--- src/rtl/peripheral_wifi_rx.sv ---
// peripheral_wifi_rx: J1 IO-bus receiver for the WiFi module's 8N1 serial reply stream.
// Received bytes land in a small FIFO; the CPU pops them through the DATA register,
// watches fill level and line errors in STATUS, and flushes / clears errors via CTRL.
//
// Bus handshake: there is no valid/ready pair on this bus. cs qualifies every access;
// rd and wr are single-cycle strobes that take effect on the rising clock edge in which
// they are high, and d_out is combinational so read data is valid in that same cycle.
module peripheral_wifi_rx #(
    parameter int clkFreq  = 50000000,
    parameter int baudRate = 115200,
    parameter int FIFO_AW  = 4
) (
    input  logic        clk,
    input  logic        rst,
    input  logic [15:0] d_in,
    input  logic        cs,
    input  logic [3:0]  addr,
    input  logic        rd,
    input  logic        wr,
    output logic [15:0] d_out,
    input  logic        rx,
    output logic        rx_irq,
    output logic [1:0]  dbg_state
);

    localparam int DIV   = clkFreq / baudRate;
    localparam int HALF  = DIV / 2;
    localparam int CW    = (DIV > 2) ? $clog2(DIV) : 1;
    localparam int DEPTH = 2 ** FIFO_AW;

    typedef enum logic [1:0] {
        S_IDLE  = 2'd0,
        S_START = 2'd1,
        S_DATA  = 2'd2,
        S_STOP  = 2'd3
    } state_t;

    state_t state, state_next;

    // Serial-side datapath
    logic             rx_s1, rx_sync, rx_d;
    logic             rx_fall;
    logic [CW-1:0]    baud_cnt;
    logic             baud_tick;
    logic             half_tick;
    logic [2:0]       bit_idx;
    logic [7:0]       shift_reg;

    // FSM decoded actions
    logic             shift_en;
    logic             push_req;
    logic             ferr_set;

    // FIFO
    logic [7:0]         mem [DEPTH];
    logic [FIFO_AW-1:0] wr_ptr, rd_ptr;
    logic [FIFO_AW:0]   count;
    logic               empty, full;
    logic [7:0]         head_byte;

    // Bus-side decode
    logic pop_req, flush, err_clr;
    logic do_push, do_pop, overrun_set;
    logic overrun, frame_err;
    logic [15:0] status_word;
    logic unused_d_in;

    assign unused_d_in = ^d_in[15:2];

    // Two-flop synchroniser plus one delayed copy for falling-edge detection.
    // All three reset to the idle (high) line level.
    always_ff @(posedge clk or negedge rst) begin
        if (!rst) begin
            rx_s1   <= 1'b1;
            rx_sync <= 1'b1;
            rx_d    <= 1'b1;
        end else begin
            rx_s1   <= rx;
            rx_sync <= rx_s1;
            rx_d    <= rx_sync;
        end
    end

    assign rx_fall   = rx_d & ~rx_sync;
    assign baud_tick = (baud_cnt == CW'(DIV - 1));
    assign half_tick = (baud_cnt == CW'(HALF - 1));

    // FSM state register.
    always_ff @(posedge clk or negedge rst) begin
        if (!rst) begin
            state <= S_IDLE;
        end else begin
            state <= state_next;
        end
    end

    // FSM next-state logic.
    always_comb begin
        state_next = state;
        unique case (state)
            S_IDLE: begin
                if (rx_fall) begin
                    state_next = S_START;
                end
            end
            S_START: begin
                // Mid start bit: a line that is high again was only a glitch.
                if (half_tick) begin
                    state_next = rx_sync ? S_IDLE : S_DATA;
                end
            end
            S_DATA: begin
                if (baud_tick && (bit_idx == 3'd7)) begin
                    state_next = S_STOP;
                end
            end
            S_STOP: begin
                if (baud_tick) begin
                    state_next = S_IDLE;
                end
            end
            default: state_next = S_IDLE;
        endcase
    end

    // FSM output decode: sampling strobes and end-of-frame outcome.
    always_comb begin
        shift_en  = 1'b0;
        push_req  = 1'b0;
        ferr_set  = 1'b0;
        dbg_state = state;
        unique case (state)
            S_DATA: shift_en = baud_tick;
            S_STOP: begin
                push_req = baud_tick & rx_sync;
                ferr_set = baud_tick & ~rx_sync;
            end
            default: ;
        endcase
    end

    // Baud counter restarts from zero whenever the FSM enters a new state, so the
    // half-bit wait in START lands DATA sampling at mid-bit.
    always_ff @(posedge clk or negedge rst) begin
        if (!rst) begin
            baud_cnt <= '0;
        end else if (state_next != state) begin
            baud_cnt <= '0;
        end else if (baud_tick) begin
            baud_cnt <= '0;
        end else begin
            baud_cnt <= baud_cnt + 1'b1;
        end
    end

    // Bit index and LSB-first shift register for the data bits.
    always_ff @(posedge clk or negedge rst) begin
        if (!rst) begin
            bit_idx   <= '0;
            shift_reg <= '0;
        end else begin
            if (state != S_DATA) begin
                bit_idx <= '0;
            end else if (shift_en) begin
                bit_idx <= bit_idx + 1'b1;
            end
            if (shift_en) begin
                shift_reg <= {rx_sync, shift_reg[7:1]};
            end
        end
    end

    // Bus request decode. Flush dominates push and pop in the same cycle.
    assign empty       = (count == '0);
    assign full        = (count == (FIFO_AW + 1)'(DEPTH));
    assign pop_req     = cs & rd & (addr == 4'd0) & ~empty;
    assign flush       = cs & wr & (addr == 4'd4) & d_in[0];
    assign err_clr     = cs & wr & (addr == 4'd4) & d_in[1];
    assign do_pop      = pop_req & ~flush;
    assign do_push     = push_req & ~flush & (~full | pop_req);
    assign overrun_set = push_req & ~flush & full & ~pop_req;
    assign head_byte   = mem[rd_ptr];

    // FIFO storage. When full with a simultaneous pop, the write lands in the slot
    // being read this cycle, which is safe because the read is combinational.
    always_ff @(posedge clk) begin
        if (do_push) begin
            mem[wr_ptr] <= shift_reg;
        end
    end

    // FIFO pointers and fill count.
    always_ff @(posedge clk or negedge rst) begin
        if (!rst) begin
            wr_ptr <= '0;
            rd_ptr <= '0;
            count  <= '0;
        end else if (flush) begin
            wr_ptr <= '0;
            rd_ptr <= '0;
            count  <= '0;
        end else begin
            if (do_push) begin
                wr_ptr <= wr_ptr + 1'b1;
            end
            if (do_pop) begin
                rd_ptr <= rd_ptr + 1'b1;
            end
            unique case ({do_push, do_pop})
                2'b10:   count <= count + (FIFO_AW + 1)'(1);
                2'b01:   count <= count - (FIFO_AW + 1)'(1);
                default: count <= count;
            endcase
        end
    end

    // Sticky error flags; a set in the same cycle as a clear wins.
    always_ff @(posedge clk or negedge rst) begin
        if (!rst) begin
            overrun   <= 1'b0;
            frame_err <= 1'b0;
        end else begin
            if (overrun_set) begin
                overrun <= 1'b1;
            end else if (err_clr) begin
                overrun <= 1'b0;
            end
            if (ferr_set) begin
                frame_err <= 1'b1;
            end else if (err_clr) begin
                frame_err <= 1'b0;
            end
        end
    end

    // Interrupt is a registered copy of "FIFO not empty".
    always_ff @(posedge clk or negedge rst) begin
        if (!rst) begin
            rx_irq <= 1'b0;
        end else begin
            rx_irq <= (count != '0);
        end
    end

    // STATUS layout: count in the low bits, then frame_err, then overrun.
    always_comb begin
        status_word                = '0;
        status_word[FIFO_AW:0]     = count;
        status_word[FIFO_AW + 1]   = frame_err;
        status_word[FIFO_AW + 2]   = overrun;
    end

    // Read mux; everything reads zero when not selected.
    always_comb begin
        d_out = 16'h0000;
        if (cs) begin
            unique case (addr)
                4'd0:    d_out = empty ? 16'h8000 : {8'h00, head_byte};
                4'd2:    d_out = status_word;
                default: d_out = 16'h0000;
            endcase
        end
    end

endmodule
--- config.mk ---
export PLATFORM = sky130hd
export DESIGN_NAME = peripheral_wifi_rx
export DESIGN_NICKNAME = d
export VERILOG_FILES = /design/src/rtl/peripheral_wifi_rx.sv
export SDC_FILE = /design/constraint.sdc
export NUM_CORES = 1
export LEC_CHECK = 0
export CORE_MARGIN = 4
export CORE_UTILIZATION = 55
export CTS_BUF_LIST = sky130_fd_sc_hd__clkbuf_8 sky130_fd_sc_hd__clkbuf_16
export CTS_CLUSTER_DIAMETER = 60
export DETAILED_ROUTE_END_ITERATION = 10
export DONT_BUFFER_PORTS = 1
export PLACE_DENSITY = 0.76
export SYNTH_ARGS = -nofsm -noshare
export SYNTH_HDL_FRONTEND = slang
export SYNTH_SLANG_ARGS = --single-unit
--- constraint.sdc ---
create_clock -name clk -period 3.41 [get_ports clk]
set_clock_uncertainty 0.2 [all_clocks]
set_input_delay 0.341 -clock clk [delete_from_list [all_inputs] [get_ports clk]]
set_output_delay 0.341 -clock clk [all_outputs]
set_load 0.02 [all_outputs]
; ---- Word level (Yosys, flattened, before mapping)
; Memory sizes are Yosys's and may differ from the RTL's.
; Cells that the tools add are included.
[op_classes]
add_sub_neg = 6
n_eq_ne = 13
muxes = 27
bitwise = 21
n_reduce_logical = 11
[ops]
columns = op, n
row1 = 16-bit two-way mux, 2
row2 = 16-bit one-hot mux with 2 select lines, 1
row3 = 9-bit two-way mux, 2
row4 = 4-bit two-way mux, 4
row5 = 1-bit AND, 15
row6 = 2-bit two-way mux, 5
row7 = 5-bit one-hot mux with 2 select lines, 1
row8 = 2-bit nonzero test, 5
row9 = 9-bit by 1-bit adder with 9-bit output (second input constant), 1
row10 = 9-bit by 8-bit equality test with 1-bit output (second input constant), 1
row11 = 9-bit equality test (second input constant), 1
row12 = 4-bit by 1-bit adder with 4-bit output (second input constant), 2
row13 = 1-bit two-way mux, 8
row14 = 2-bit one-hot mux with 4 select lines, 1
row15 = 2-bit equality test (second input constant), 3
row16 = 3-bit two-way mux, 2
row17 = 5-bit by 1-bit adder with 5-bit output (second input constant), 1
row18 = 5-bit equality test (second input constant), 1
row19 = 5-bit logical NOT, 1
row20 = 5-bit two-way mux, 1
row21 = 1-bit NOT, 5
row22 = 5-bit nonzero test, 1
row23 = 5-bit by 1-bit subtractor with 5-bit output (second input constant), 1
row24 = 2-bit by 1-bit equality test with 1-bit output (second input constant), 2
row25 = other kinds (11), 11
[totals]
register_bits = 41
ramBits = 128
in_bits = 26
word_cells = 92
memories = 1
[memory_table]
columns = name, depth, width, read_ports, rd_ports_with_merged_regs, write_ports, line_no
row1 = mem, 16, 8, 1, 0, 1, 55  ; logic [7:0] mem [DEPTH];

; ---- Logic depth before layout (Yosys ltp)
; Gate-level depths: netlist (run 1).
[logic_depth]
ltp_word = 9
ltp_mapped = 12
depth_no_buf = 12

; ---- Least setup slack after synthesis (run 1)
; Ideal clock, no wire load.
[synth_path]
path_kind = register to register
startpoint = reg count[1]
endpoint = reg count[4]
t_arrival_ns = 2.647
t_required_ns = 3.091
setup_slack_ns = 0.444
path_stages_with_launch = 12
cell_sequence = dfrtp_1 buf_6 or4_4 o211ai_2 a21oi_2 xor2_1 ha_1 o21ai_0 a211oi_1 o31a_1 o21a_1 o21a_1
[synth_via]
elab_chain_cells = 8
word_cells_on_any_way = 15
[synth_rtl]
columns = item, line_no
row1 = start: declaration, 57  ; logic [FIFO_AW:0] count;
row2 = start signal: assignment, 210  ; 2'b10: count <= count + (FIFO_AW + 1)'(1);
row3 = start signal: assignment, 211  ; 2'b01: count <= count - (FIFO_AW + 1)'(1);
row4 = start signal: assignment, 212  ; default: count <= count;
row5 = 5-bit logical NOT, 174  ; assign empty = (count == '0);
row6 = 1-bit NOT, 176  ; assign pop_req = cs & rd & (addr == 4'd0) & ~empty;
row7 = 1-bit AND, 176
row8 = 1-bit OR, 180  ; assign do_push = push_req & ~flush & (~full | pop_req);
row9 = 1-bit AND, 180
row10 = 2-bit by 1-bit equality test with 1-bit output / 2-bit equality test (equally long branches), 209  ; unique case ({do_push, do_pop})
row11 = 5-bit one-hot mux with 2 select lines, 209
row12 = 5-bit two-way mux, 198  ; end else if (flush) begin
; Several ways; a longest one is shown, not always the timed one.
; A chain may end at the register's enable or synchronous reset.

; ---- Worst setup path in the final report (run 1)
[layout_path]
startpoint = reg rd_ptr[0]
endpoint = out d_out[0]
[layout_via]
elab_chain_cells = 4
[layout_rtl]
columns = item, line_no
row1 = start: declaration, 56  ; logic [FIFO_AW-1:0] wr_ptr, rd_ptr;
row2 = start signal: assignment, 207  ; rd_ptr <= rd_ptr + 1'b1;
row3 = memory read 16 x 8 bit, -
row4 = 16-bit two-way mux, 258  ; 4'd0: d_out = empty ? 16'h8000 : {8'h00, head_byte};
row5 = 16-bit one-hot mux with 2 select lines, 257  ; unique case (addr)
row6 = 16-bit two-way mux, 256  ; if (cs) begin
row7 = end: declaration, 20  ; output logic [15:0] d_out,
; No other way between the ends.

==> results of run 1 <==
==> cells in the final DEF (no fill, tap or decap), types with 3 or more instances in the layout <==
master / Yosys / routed
sky130_fd_sc_hd__edfxtp_1: 128 / 128
sky130_fd_sc_hd__clkinv_2: 0 / 4
sky130_fd_sc_hd__xor2_1: 10 / 10
sky130_fd_sc_hd__dfrtp_1: 38 / 37
sky130_fd_sc_hd__nand2_1: 21 / 21
sky130_fd_sc_hd__conb_1: 1 / 7
sky130_fd_sc_hd__a32o_1: 7 / 7
sky130_fd_sc_hd__dlygate4sd3_1: 0 / 4
sky130_fd_sc_hd__inv_1: 9 / 9
sky130_fd_sc_hd__dfstp_2: 3 / 3
sky130_fd_sc_hd__a21oi_1: 5 / 5
sky130_fd_sc_hd__and2_1: 17 / 17
sky130_fd_sc_hd__nand4_1: 5 / 5
sky130_fd_sc_hd__mux4_2: 40 / 40
sky130_fd_sc_hd__bufinv_16: 0 / 4
sky130_fd_sc_hd__nand3_1: 10 / 10
sky130_fd_sc_hd__buf_4: 7 / 10
sky130_fd_sc_hd__nor2_1: 22 / 22
sky130_fd_sc_hd__nor3_1: 9 / 9
sky130_fd_sc_hd__mux2_2: 8 / 8
sky130_fd_sc_hd__clkbuf_16: 0 / 17
sky130_fd_sc_hd__clkinv_4: 0 / 4
sky130_fd_sc_hd__xnor2_1: 7 / 7
sky130_fd_sc_hd__ha_1: 12 / 12
sky130_fd_sc_hd__o21ai_0: 6 / 6
sky130_fd_sc_hd__nand2b_1: 4 / 4
sky130_fd_sc_hd__o21a_1: 3 / 3
==> metrics by stage <==
step	hold slack [ps]	instances	instance area, um2	power, mW	setup slack [ps]
after detailed placement	-153.8	585	7357	2.461	388.9
after CTS	42.23	622	8043	4.477	224.2
after global placement	-153.6	585	7357	2.453	523.7
final	73.16	622	8043	4.443	274.2
after floorplan	-154.6	424	7189	2.437	443.9
after global routing	47.72	622	8043	4.595	138.6
==> worst paths after layout <==
check                      depth (start not counted)   startpoint   endpoint
min reg2reg                                        0        rx_s1    rx_sync
min                                                3           rd  rd_ptr[1]
max in group asynchronous                          2          rst      rx_s1
max reg2reg                                        9  baud_cnt[1]  mem[5][6]
min in group asynchronous                          2          rst  wr_ptr[0]
max                                                4    rd_ptr[0]   d_out[0]
==> layer usage <==
metal	GRT usage, %	vias to the layer above	wire length, um
met5	0	-	0
met1	26.55	1932	5488
met2	29.94	119	6676
met3	5.200	15	658
met4	6.648	0	178
li1	-	1661	-
==> power by group through the flow <==
| stage | clock [mW] | sequential, mW | combinational, mW |
|---|---|---|---|
| detailed placement | 0 | 2.33 | 0.136 |
| floorplan | 0 | 2.31 | 0.124 |
| CTS | 2.04 | 2.28 | 0.152 |
| global placement | 0 | 2.32 | 0.131 |
| global route | 2.13 | 2.29 | 0.171 |
| finish | 2.01 | 2.28 | 0.150 |
==> layout make-up <==
class / instances / area [um2] / share of cell area [%]
flip-flops and latches: 169 / 4875 / 60.61
clock buffers: 17 / 425.4 / 5.289
clock inverters: 15 / 200.2 / 2.489
multi-input cells: 225 / 2158 / 26.84
inverters: 9 / 33.78 / 0.4200
repair buffers: 15 / 135.1 / 1.680
well taps: 172 / 215.2 / 2.676
==> repair_timing <==
item                      CTS  global route
gates resized for setup     0             0
hold endpoints to repair   44             0
hold buffers                5             0
==> cell usage after synthesis, drive strengths merged, types with 2 or more instances <==
library cell	instances	area share (%)
nor4	2	0.26
nor2	22	1.2
a221oi	2	0.24
inv	9	0.47
a211oi	3	0.38
nand2	21	1.1
nand4b	2	0.24
nor3b	2	0.21
clkbuf	8	0.42
mux2	8	1.3
o21a	3	0.31
nand2b	4	0.35
a32o	7	0.98
xor2	10	1.2
buf	13	1.3
edfxtp	128	54
a21oi	6	0.47
dfrtp	38	13
ha	12	2.1
o21ai	8	0.56
nor3	9	0.63
and3	3	0.33
dfstp	3	1.1
nand3	10	0.70
and2	18	1.6
nand4	5	0.44
xnor2	7	0.86
mux4	40	13
==> cells by family after synthesis <==
family,after synthesis
DFF,169
and+or+nand+nor,105
muxes,49
AOI/OAI and AO/OA,35
buffers and inverters,30
xor gates and xnor gates,17
adders and majority gates,12
other,1
==> worst max-delay path: stages, from the launching register on <==
cell and delay, ps:
sky130_fd_sc_hd__dfrtp_2 360, sky130_fd_sc_hd__buf_4 310, sky130_fd_sc_hd__mux4_2 590, sky130_fd_sc_hd__mux4_2 540, sky130_fd_sc_hd__a32o_1 380
==> qor_table.md, run 1 <==
| Result | This run |
| --- | --- |
| Max-slew violation total from the final report | 0 |
| Initial antenna violation count | 0 |
| Total CTS buffers | 17 |
| Sink count of the clock tree | 169 |
| Arrival time of data at the critical path endpoint | 2590 ps |
| Wire per inst | 20.90 um |
| Number of search-and-repair iterations in the first detailed-routing pass | 5 |
| Area Growth Syn to Fin | 12.22% |
| Post-synthesis xor/xnor area fraction | 2.078% |
| Portion of netlist area occupied by mux cells | 13.97% |
| CTS root buf | sky130_fd_sc_hd__clkbuf_16 |
| Leakage power total | 3.084 nW |
| Layout filler cell count | 876 |
| Req. time, crit path | 2870 ps |
| Die Y-Extent | 122.2 um |
| Slack of the worst reg-to-reg path | 390 ps |
| Max reg flops | 128 |
| IR Drop Worst-Case VDD | 343.5 uV |
| Share of post-route cells with drive strength above 1 | 23.11% |
| Clock-pin slew reported for the worst setup and hold paths after clock tree synthesis | 70 ps |
| H-tree depth | 4 |
| Worst min path class | input pin to flop |
| Pwr dens | 552.4 nW/um2 |
| Number of maximum-capacitance constraint violations | 0 |
| Fraction of synthesis flops using an asynchronous set or reset pin | 24.26% |
| Mapped Avg Cell Area | 17.15 um2 |
| Fin. Hold Viols | 0 |
| Critical path class | flop to output port |
| Accumulated negative setup slack | 0 ps |
| Clock insertion delay at the later pin of the skew report | 440 ps |
| Number of synthesized flops with an enable pin | 128 |
| First-pass GRT wire length | 20840 um |
| Site Rows | 41 |
| Part of the cycle the worst path needs | 91.96% |
| Reg power frac | 51.4% |
| DR DRC count | 0 |
| Total of endpoints with negative setup slack in the final report | 0 |
| Yosys warnings | 0 |
| Area fraction in compound gates after synthesis | 3.701% |
| Net load switching power | 915.4 uW |
| Switching power as a share of total power | 20.60% |
| Vias per inst | 5.992 |
| Total number of vias | 3727 |
| GP Congestion | 0.8301 |
| Worst Tran Pin Value | 683.2 ps |
| Highest clock rate | 318.9 MHz |
| Adder-cell share of the synthesized area | 2.095% |
| Maximum fanout along the worst path | 16 |
| Gate count of the mapped netlist | 418 |
| Outcome | complete, no violations |
| Number of buffers inserted by port buffering | 0 |
| Cell Int Power | 3.527 mW |
| Count of cell types in the netlist | 52 |
| Number of violations reported at the end of detailed-routing iteration 0 | 250 |
| Headroom to the max-slew limit | 54.11% |
| Half-perimeter wire length after placement | 8577 um |
| Part of the total power dissipated in the clock network | 45.2% |
| Crit. End Element | output port |
| Final cell utilization of the core | 63.47% |
| Congestion Overflow GR | 0 |
| Flop and latch count out of synthesis | 169 |
| Area enclosed by the die boundary | 14920 um2 |
| Number of nets still failing antenna checks after routing | 0 |
| Starting Density | 56.56% |
| Combinational share of power | 3.4% |
| Post-synthesis simple-gate area fraction | 7.909% |
| Number of top-level design ports | 45 |
| Count of antenna diodes in the layout | 0 |
| RSZ-0062 raised after global routing | no |
| Main synth FF type | sky130_fd_sc_hd__edfxtp_1 |
| Min Clock Period, post-route | 3136 ps |
| Clock tree from TritonCTS | yes |
| Vias in the first global route | 3786 |
| Area of the core region | 12670 um2 |
| Dominant combinational cell family by area after synthesis | multiplexers |
| Maximum number of pins on one net before global-route repair | 42 |
| Total Nets Final | 475 |
| Clk buf depth | 2 |
| Final WL | 13000 um |
| Setup crit start kind | flop |
| Total track usage | 19.21% |
| Width of the die | 122.2 um |
| Number of buffers inserted to repair setup after CTS | 0 |
| Cell area after technology mapping | 7167 um2 |
| Post-synthesis sequential area ratio | 68.00% |
Note: power is estimated with default switching activity, not from simulation.
==> run 2: changes to the inputs <==
--- a/config.mk
+++ b/config.mk
@@ -6,12 +6,12 @@
 export NUM_CORES = 1
 export LEC_CHECK = 0
 export CORE_MARGIN = 4
-export CORE_UTILIZATION = 55
+export CORE_UTILIZATION = 63
 export CTS_BUF_LIST = sky130_fd_sc_hd__clkbuf_8 sky130_fd_sc_hd__clkbuf_16
 export CTS_CLUSTER_DIAMETER = 60
 export DETAILED_ROUTE_END_ITERATION = 10
 export DONT_BUFFER_PORTS = 1
-export PLACE_DENSITY = 0.76
+export PLACE_DENSITY = 0.85
 export SYNTH_ARGS = -nofsm -noshare
 export SYNTH_HDL_FRONTEND = slang
 export SYNTH_SLANG_ARGS = --single-unit
==> run 2 against run 1 <==
Against the previous run:
- wire length is 7.9% higher
- design area down 0.54%
- flip-flop and latch count did not move
- combinational power up 7%
- via count up 3.1%
- worst setup slack worse by 90 ps
- maximum frequency fell by 2.8%
- global-route usage increased by 4.3 points
- cell count decreased by 5.5%
- hold slack improved by 33 ps
- sequential power is essentially flat
==> qor_table.md, run 2 (synthesis results as in run 1) <==
| Result | This run |
| --- | --- |
| Outcome | complete, no violations |
| Switching power as a share of total power | 20.90% |
| Final WL | 14020 um |
| Area Growth Syn to Fin | 11.61% |
| Area of the core region | 10980 um2 |
| Count of antenna diodes in the layout | 0 |
| Worst Tran Pin Value | 768.6 ps |
| Reg power frac | 51.3% |
| Clk buf depth | 2 |
| Clock-pin slew reported for the worst setup and hold paths after clock tree synthesis | 70 ps |
| Number of search-and-repair iterations in the first detailed-routing pass | 5 |
| Net load switching power | 932.5 uW |
| Width of the die | 114.7 um |
| Most frequent cell on the critical path | sky130_fd_sc_hd__mux4_2 |
| Fin. Hold Viols | 0 |
| Pwr dens | 557.8 nW/um2 |
| First-pass GRT wire length | 22170 um |
| Setup crit start kind | flop |
| Part of the total power dissipated in the clock network | 45.2% |
| Share of post-route cells with drive strength above 1 | 22.54% |
| Number of nets still failing antenna checks after routing | 0 |
| Count of hold-fix buffers inserted at cts | 5 |
| Vias per inst | 6.532 |
| Number of violations reported at the end of detailed-routing iteration 0 | 463 |
| Crit. End Element | output port |
| Arrival time of data at the critical path endpoint | 2680 ps |
| DR DRC count | 0 |
| Number of buffers inserted to repair setup after CTS | 0 |
| Total number of vias | 3841 |
| Total Nets Final | 473 |
| Critical path class | flop to output port |
| IR Drop Worst-Case VDD | 499.7 uV |
| Req. time, crit path | 2870 ps |
| Cells along the critical path | buf_12 > mux4_2 > mux4_2 > a32o_1 |
| Half-perimeter wire length after placement | 9046 um |
| Total of endpoints with negative setup slack in the final report | 0 |
| RSZ-0062 raised after global routing | no |
| Highest cell delay on the worst timing path | 560 ps |
| Maximum number of pins on one net before global-route repair | 42 |
| Most frequent cells in the layout | 128 x sky130_fd_sc_hd__edfxtp_1, 40 x sky130_fd_sc_hd__mux4_2, 37 x sky130_fd_sc_hd__dfrtp_1 |
| Worst path slowest cell | sky130_fd_sc_hd__dfrtp_2 |
| Area enclosed by the die boundary | 13150 um2 |
| Starting Density | 65.25% |
| Vias in the first global route | 4028 |
| Total track usage | 23.51% |
| Number of maximum-capacitance constraint violations | 0 |
| Total CTS buffers | 17 |
| Worst min path class | input pin to flop |
| Part of the cycle the worst path needs | 94.60% |
| Cell Int Power | 3.529 mW |
| Count of instances resized after the clock tree is built | 0 |
| Number of top-level design ports | 45 |
| Congestion Overflow GR | 0 |
| Initial antenna violation count | 0 |
| Post-route total power | 4.461 mW |
| Headroom to the max-slew limit | 48.36% |
| Clock insertion delay at the later pin of the skew report | 420 ps |
| Max reg flops | 128 |
| Clock tree from TritonCTS | yes |
| Min Clock Period, post-route | 3226 ps |
| Combinational share of power | 3.6% |
| Sink count of the clock tree | 169 |
| H-tree depth | 4 |
| Max-slew violation total from the final report | 0 |
| Site Rows | 38 |
| CTS root buf | sky130_fd_sc_hd__clkbuf_16 |
| Accumulated negative setup slack | 0 ps |
| Most frequent standard cell in the layout excluding fill and tap cells | sky130_fd_sc_hd__edfxtp_1 |
| Maximum fanout along the worst path | 19 |
| GP Congestion | 0.8278 |
| Die Y-Extent | 114.7 um |
| Leakage power total | 3.075 nW |
| Final worst hold slack | 106.7 ps |
| Wire per inst | 23.85 um |
| Number of buffers inserted by port buffering | 0 |
| Highest clock rate | 310.0 MHz |
## run 2: cell count changes in the layout (fill, tap and decap cells not counted), sizes merged
cell	change
inv	+1
buf	-2
clkinv	-1
## run 2: critical path, delay by kind of cell, from the launching register on
kind,cells,cell delay [ps]
muxes,2,1080
buffers and inverters,1,240
AOI/OAI and AO/OA,1,370
DFF,1,560
## run 2: final cells by class
| cell class | count | area, um2 |
|---|---|---|
| Clock inverter | 15 | 198.9 |
| Multi-Input combinational cell | 225 | 2158 |
| Clock buffer | 17 | 425.4 |
| Timing Repair Buffer | 13 | 132.6 |
| Sequential cell | 169 | 4875 |
| Inverter | 9 | 33.78 |
| Fill cell | 617 | 2984 |
| Tap cell | 140 | 175.2 |
## run 2: layer usage
| metal | wire length [um] | part of all wire, % | global-route usage [%] | vias up |
|---|---|---|---|---|
| li1 | - | - | - | 1655 |
| met1 | 5377 | 38 | 29.54 | 1985 |
| met2 | 7492 | 53 | 39.97 | 172 |
| met3 | 814 | 5.8 | 5.920 | 29 |
| met4 | 338 | 2.4 | 8.393 | 0 |
| met5 | 0 | 0 | 0 | - |
## run 2: path summary, 6_finish.rpt
path | from | end | slack (ps) | cells past startpoint
worst max register to register | baud_cnt[1] | mem[10][7] | 310 | 9
worst max-delay path | rd_ptr[0] | d_out[0] | 180 | 4
max in group asynchronous | rst | rx_sync | 2570 | 2
worst min register to register | rx_s1 | rx_sync | 160 | 0
worst min-delay path | wr | count[4] | 110 | 3
min in group asynchronous | rst | baud_cnt[4] | 180 | 2
## run 2: stage by stage
stage | std cells | util (%) | setup slack [ps] | area (um2)
finish | 588 | 72.83 | 184.1 | 7999
global route | 588 | 72.83 | 69.89 | 7999
CTS | 588 | 72.83 | 141.6 | 7999
global placement | 551 | 66.60 | 538.3 | 7315
detailed placement | 551 | 66.60 | 382.0 | 7315
floorplan | 424 | - | 443.9 | 7189
## run 2: power by group through the flow
stage,clock network [mW],registers [mW],logic (mW)
5_1_grt,2.13,2.29,0.182
2_1_floorplan,0,2.31,0.124
4_1_cts,2.03,2.28,0.157
6_report,2.01,2.29,0.160
3_3_place_gp,0,2.32,0.131
3_5_place_dp,0,2.33,0.137
==> run 3: changes to the inputs <==
==> constraint.sdc (replaced) <==
create_clock -name clk -period 3.41 [get_ports clk]
set_clock_uncertainty 0.2 [all_clocks]
set_input_delay 0.682 -clock clk [delete_from_list [all_inputs] [get_ports clk]]
set_output_delay 0.682 -clock clk [all_outputs]
set_load 0.02 [all_outputs]
==> run 3 against run 2 <==
Against the previous run:
- the run now ends with setup timing left
- die area did not move
- total power grew 0.34%
- cell count is 0.68% higher
- count of clock-buffer cells in the layout stayed put
- via count rose by 2.3%
- hold slack lost 62 ps
- wire length up 7.9%
- first-iteration DRC count grew 5.4%
- sequential power barely moved
- register-to-register slack worse by 110 ps
- non-clock buffer count increased by 4
- critical path depth grew 1
==> qor_table.md, run 3 (synthesis results as in run 1) <==
| Result | This run |
| --- | --- |
| Outcome | finished, violations left |
| Violations in the final reports | setup timing |
| Max-slew violation total from the final report | 0 |
| Worst setup startpoint | rd_ptr[0] |
| Setup crit start kind | flop |
| Number of maximum-capacitance constraint violations | 0 |
| Part of the cycle the worst path needs | 100.3% |
| RSZ-0062 raised after global routing | yes |
| Half-perimeter wire length after placement | 8854 um |
| Initial antenna violation count | 0 |
| Pwr dens | 551.6 nW/um2 |
| Number of search-and-repair iterations in the first detailed-routing pass | 5 |
| Max reg flops | 128 |
| Sink count of the clock tree | 169 |
| Req. time, crit path | 2530 ps |
| Area of placed instances | 7335 um2 |
| Worst Tran Pin Value | 756.3 ps |
| Layout filler cell count | 570 |
| Area Growth Syn to Fin | 13.25% |
| Endpoint of the worst-slack reg-to-reg timing path | mem[7][7] |
| Min setup slack post-route | -10.19 ps |
| Total CTS buffers | 17 |
| Total Nets Final | 477 |
| Area enclosed by the die boundary | 13150 um2 |
| Vias in the first global route | 3971 |
| Number of top-level design ports | 45 |
| Crit. End Element | output port |
| GP Congestion | 0.8543 |
| Min Clock Period, post-route | 3420 ps |
| Maximum fanout along the worst path | 6 |
| Wire per inst | 25.56 um |
| Starting Density | 65.25% |
| Width of the die | 114.7 um |
| IR Drop Worst-Case VDD | 491.4 uV |
| Count of antenna diodes in the layout | 0 |
| Cell area after layout | 8117 um2 |
| Number of nets still failing antenna checks after routing | 0 |
| Clock insertion delay at the later pin of the skew report | 430 ps |
| Number of violations reported at the end of detailed-routing iteration 0 | 488 |
| CTS root buf | sky130_fd_sc_hd__clkbuf_16 |
| Clk buf depth | 2 |
| Capturing element of the worst setup path | d_out[6] |
| Congestion Overflow GR | 0 |
| First-pass GRT wire length | 22800 um |
| Final WL | 15130 um |
| Leakage power total | 3.169 nW |
| Highest clock rate | 292.4 MHz |
| Headroom to the max-slew limit | 49.40% |
| Clock tree from TritonCTS | yes |
| Vias per inst | 6.635 |
| Die Y-Extent | 114.7 um |
| Total of endpoints with negative setup slack in the final report | 1 |
| Arrival time of data at the critical path endpoint | 2540 ps |
| Total track usage | 24.18% |
| Startpoint of the worst-slack reg-to-reg timing path | baud_cnt[1] |
| Worst min path class | input pin to flop |
| Most frequent standard cell in the layout excluding fill and tap cells | sky130_fd_sc_hd__edfxtp_1 |
| DR DRC count | 0 |
| Fin. Hold Viols | 0 |
| Most frequent cells in the layout | 128 x sky130_fd_sc_hd__edfxtp_1, 40 x sky130_fd_sc_hd__mux4_2, 37 x sky130_fd_sc_hd__dfrtp_1 |
| Slack of the worst reg-to-reg path | 200 ps |
| H-tree depth | 4 |
| Site Rows | 38 |
| Maximum number of pins on one net before global-route repair | 42 |
| R2R depth | 9 |
| Clock-pin slew reported for the worst setup and hold paths after clock tree synthesis | 60 ps |
| Number of buffers inserted by port buffering | 0 |
| Share of post-route cells with drive strength above 1 | 25.22% |
| Total number of vias | 3928 |
| Critical path class | flop to output port |
| Area of the core region | 10980 um2 |
| Accumulated negative setup slack | -10.19 ps |
run 3: cell count changes in the layout (fill, tap and decap cells not counted), sizes merged:
cell,before,now
buf,9,13
clkbuf,17,20
clkinvlp,1,0
dlygate4sd3,4,1
inv,12,13
run 3: routing by layer:
| metal | up-vias | wire, um | GRT usage [%] | share of wire [%] |
|---|---|---|---|---|
| met3 | 47 | 1088 | 6.871 | 7.2 |
| met5 | - | 0 | 0 | 0 |
| met1 | 1987 | 5802 | 31.34 | 38 |
| li1 | 1668 | - | - | - |
| met4 | 0 | 462 | 8.868 | 3.1 |
| met2 | 226 | 7779 | 39.39 | 51 |
run 3: area by class of cell:
type	instances	area, um2	area share [%]
clock buffer	17	425.4	5.241
clock inverter	15	196.4	2.420
inverter	9	33.78	0.4162
multi-input combinational	225	2166	26.68
sequential	169	4875	60.06
tap	140	175.2	2.158
timing repair buffer	17	245.2	3.021
run 3: worst max-delay path, cell delays in order (launching register included):
cell	delay, ps
sky130_fd_sc_hd__dfrtp_2	370
sky130_fd_sc_hd__buf_12	140
sky130_fd_sc_hd__buf_12	140
sky130_fd_sc_hd__mux4_2	550
sky130_fd_sc_hd__mux4_2	530
sky130_fd_sc_hd__a32o_1	370
run 3: stage by stage:
step / utilization (%) / total power [mW] / hold slack, ps / instances / setup slack (ps)
final: 73.90 / 4.477 / 44.68 / 592 / -10.19
after floorplan: - / 2.437 / 145.2 / 424 / 235.6
after detailed placement: 66.78 / 2.462 / 149.0 / 552 / 226.3
after global routing: 73.90 / 4.614 / 30.52 / 592 / -34.06
after CTS: 72.78 / 4.472 / 35.38 / 586 / 6.122
after global placement: 66.78 / 2.453 / 147.0 / 552 / 310.2
run 3: power by group:
group / total (mW) / switching [mW] / internal (mW)
registers: 2.29 / 0.0506 / 2.23
clock network: 2.03 / 0.805 / 1.23
logic: 0.157 / 0.0926 / 0.0649
total: 4.48 / 0.949 / 3.53
run 3: worst min-delay path by stage:
stage / startpoint / endpoint / slack (ps) / cells past startpoint
CTS: rx / rx_s1 / 40 / 0
floorplan: rx_s1 / rx_sync / 150 / 0
finish: rx / rx_s1 / 40 / 0
global route: rx / rx_s1 / 30 / 0
global placement: rx_s1 / rx_sync / 150 / 0
detailed placement: rx_s1 / rx_sync / 150 / 0
run 3: what timing repair did:
action / in CTS / in global routing
hold endpoints to repair: 41 / 0
resized for setup: 4 / 5
setup endpoints to repair: 7 / 7
hold buffers: 2 / 0
setup buffers: 0 / 3
gates cloned: 0 / 3
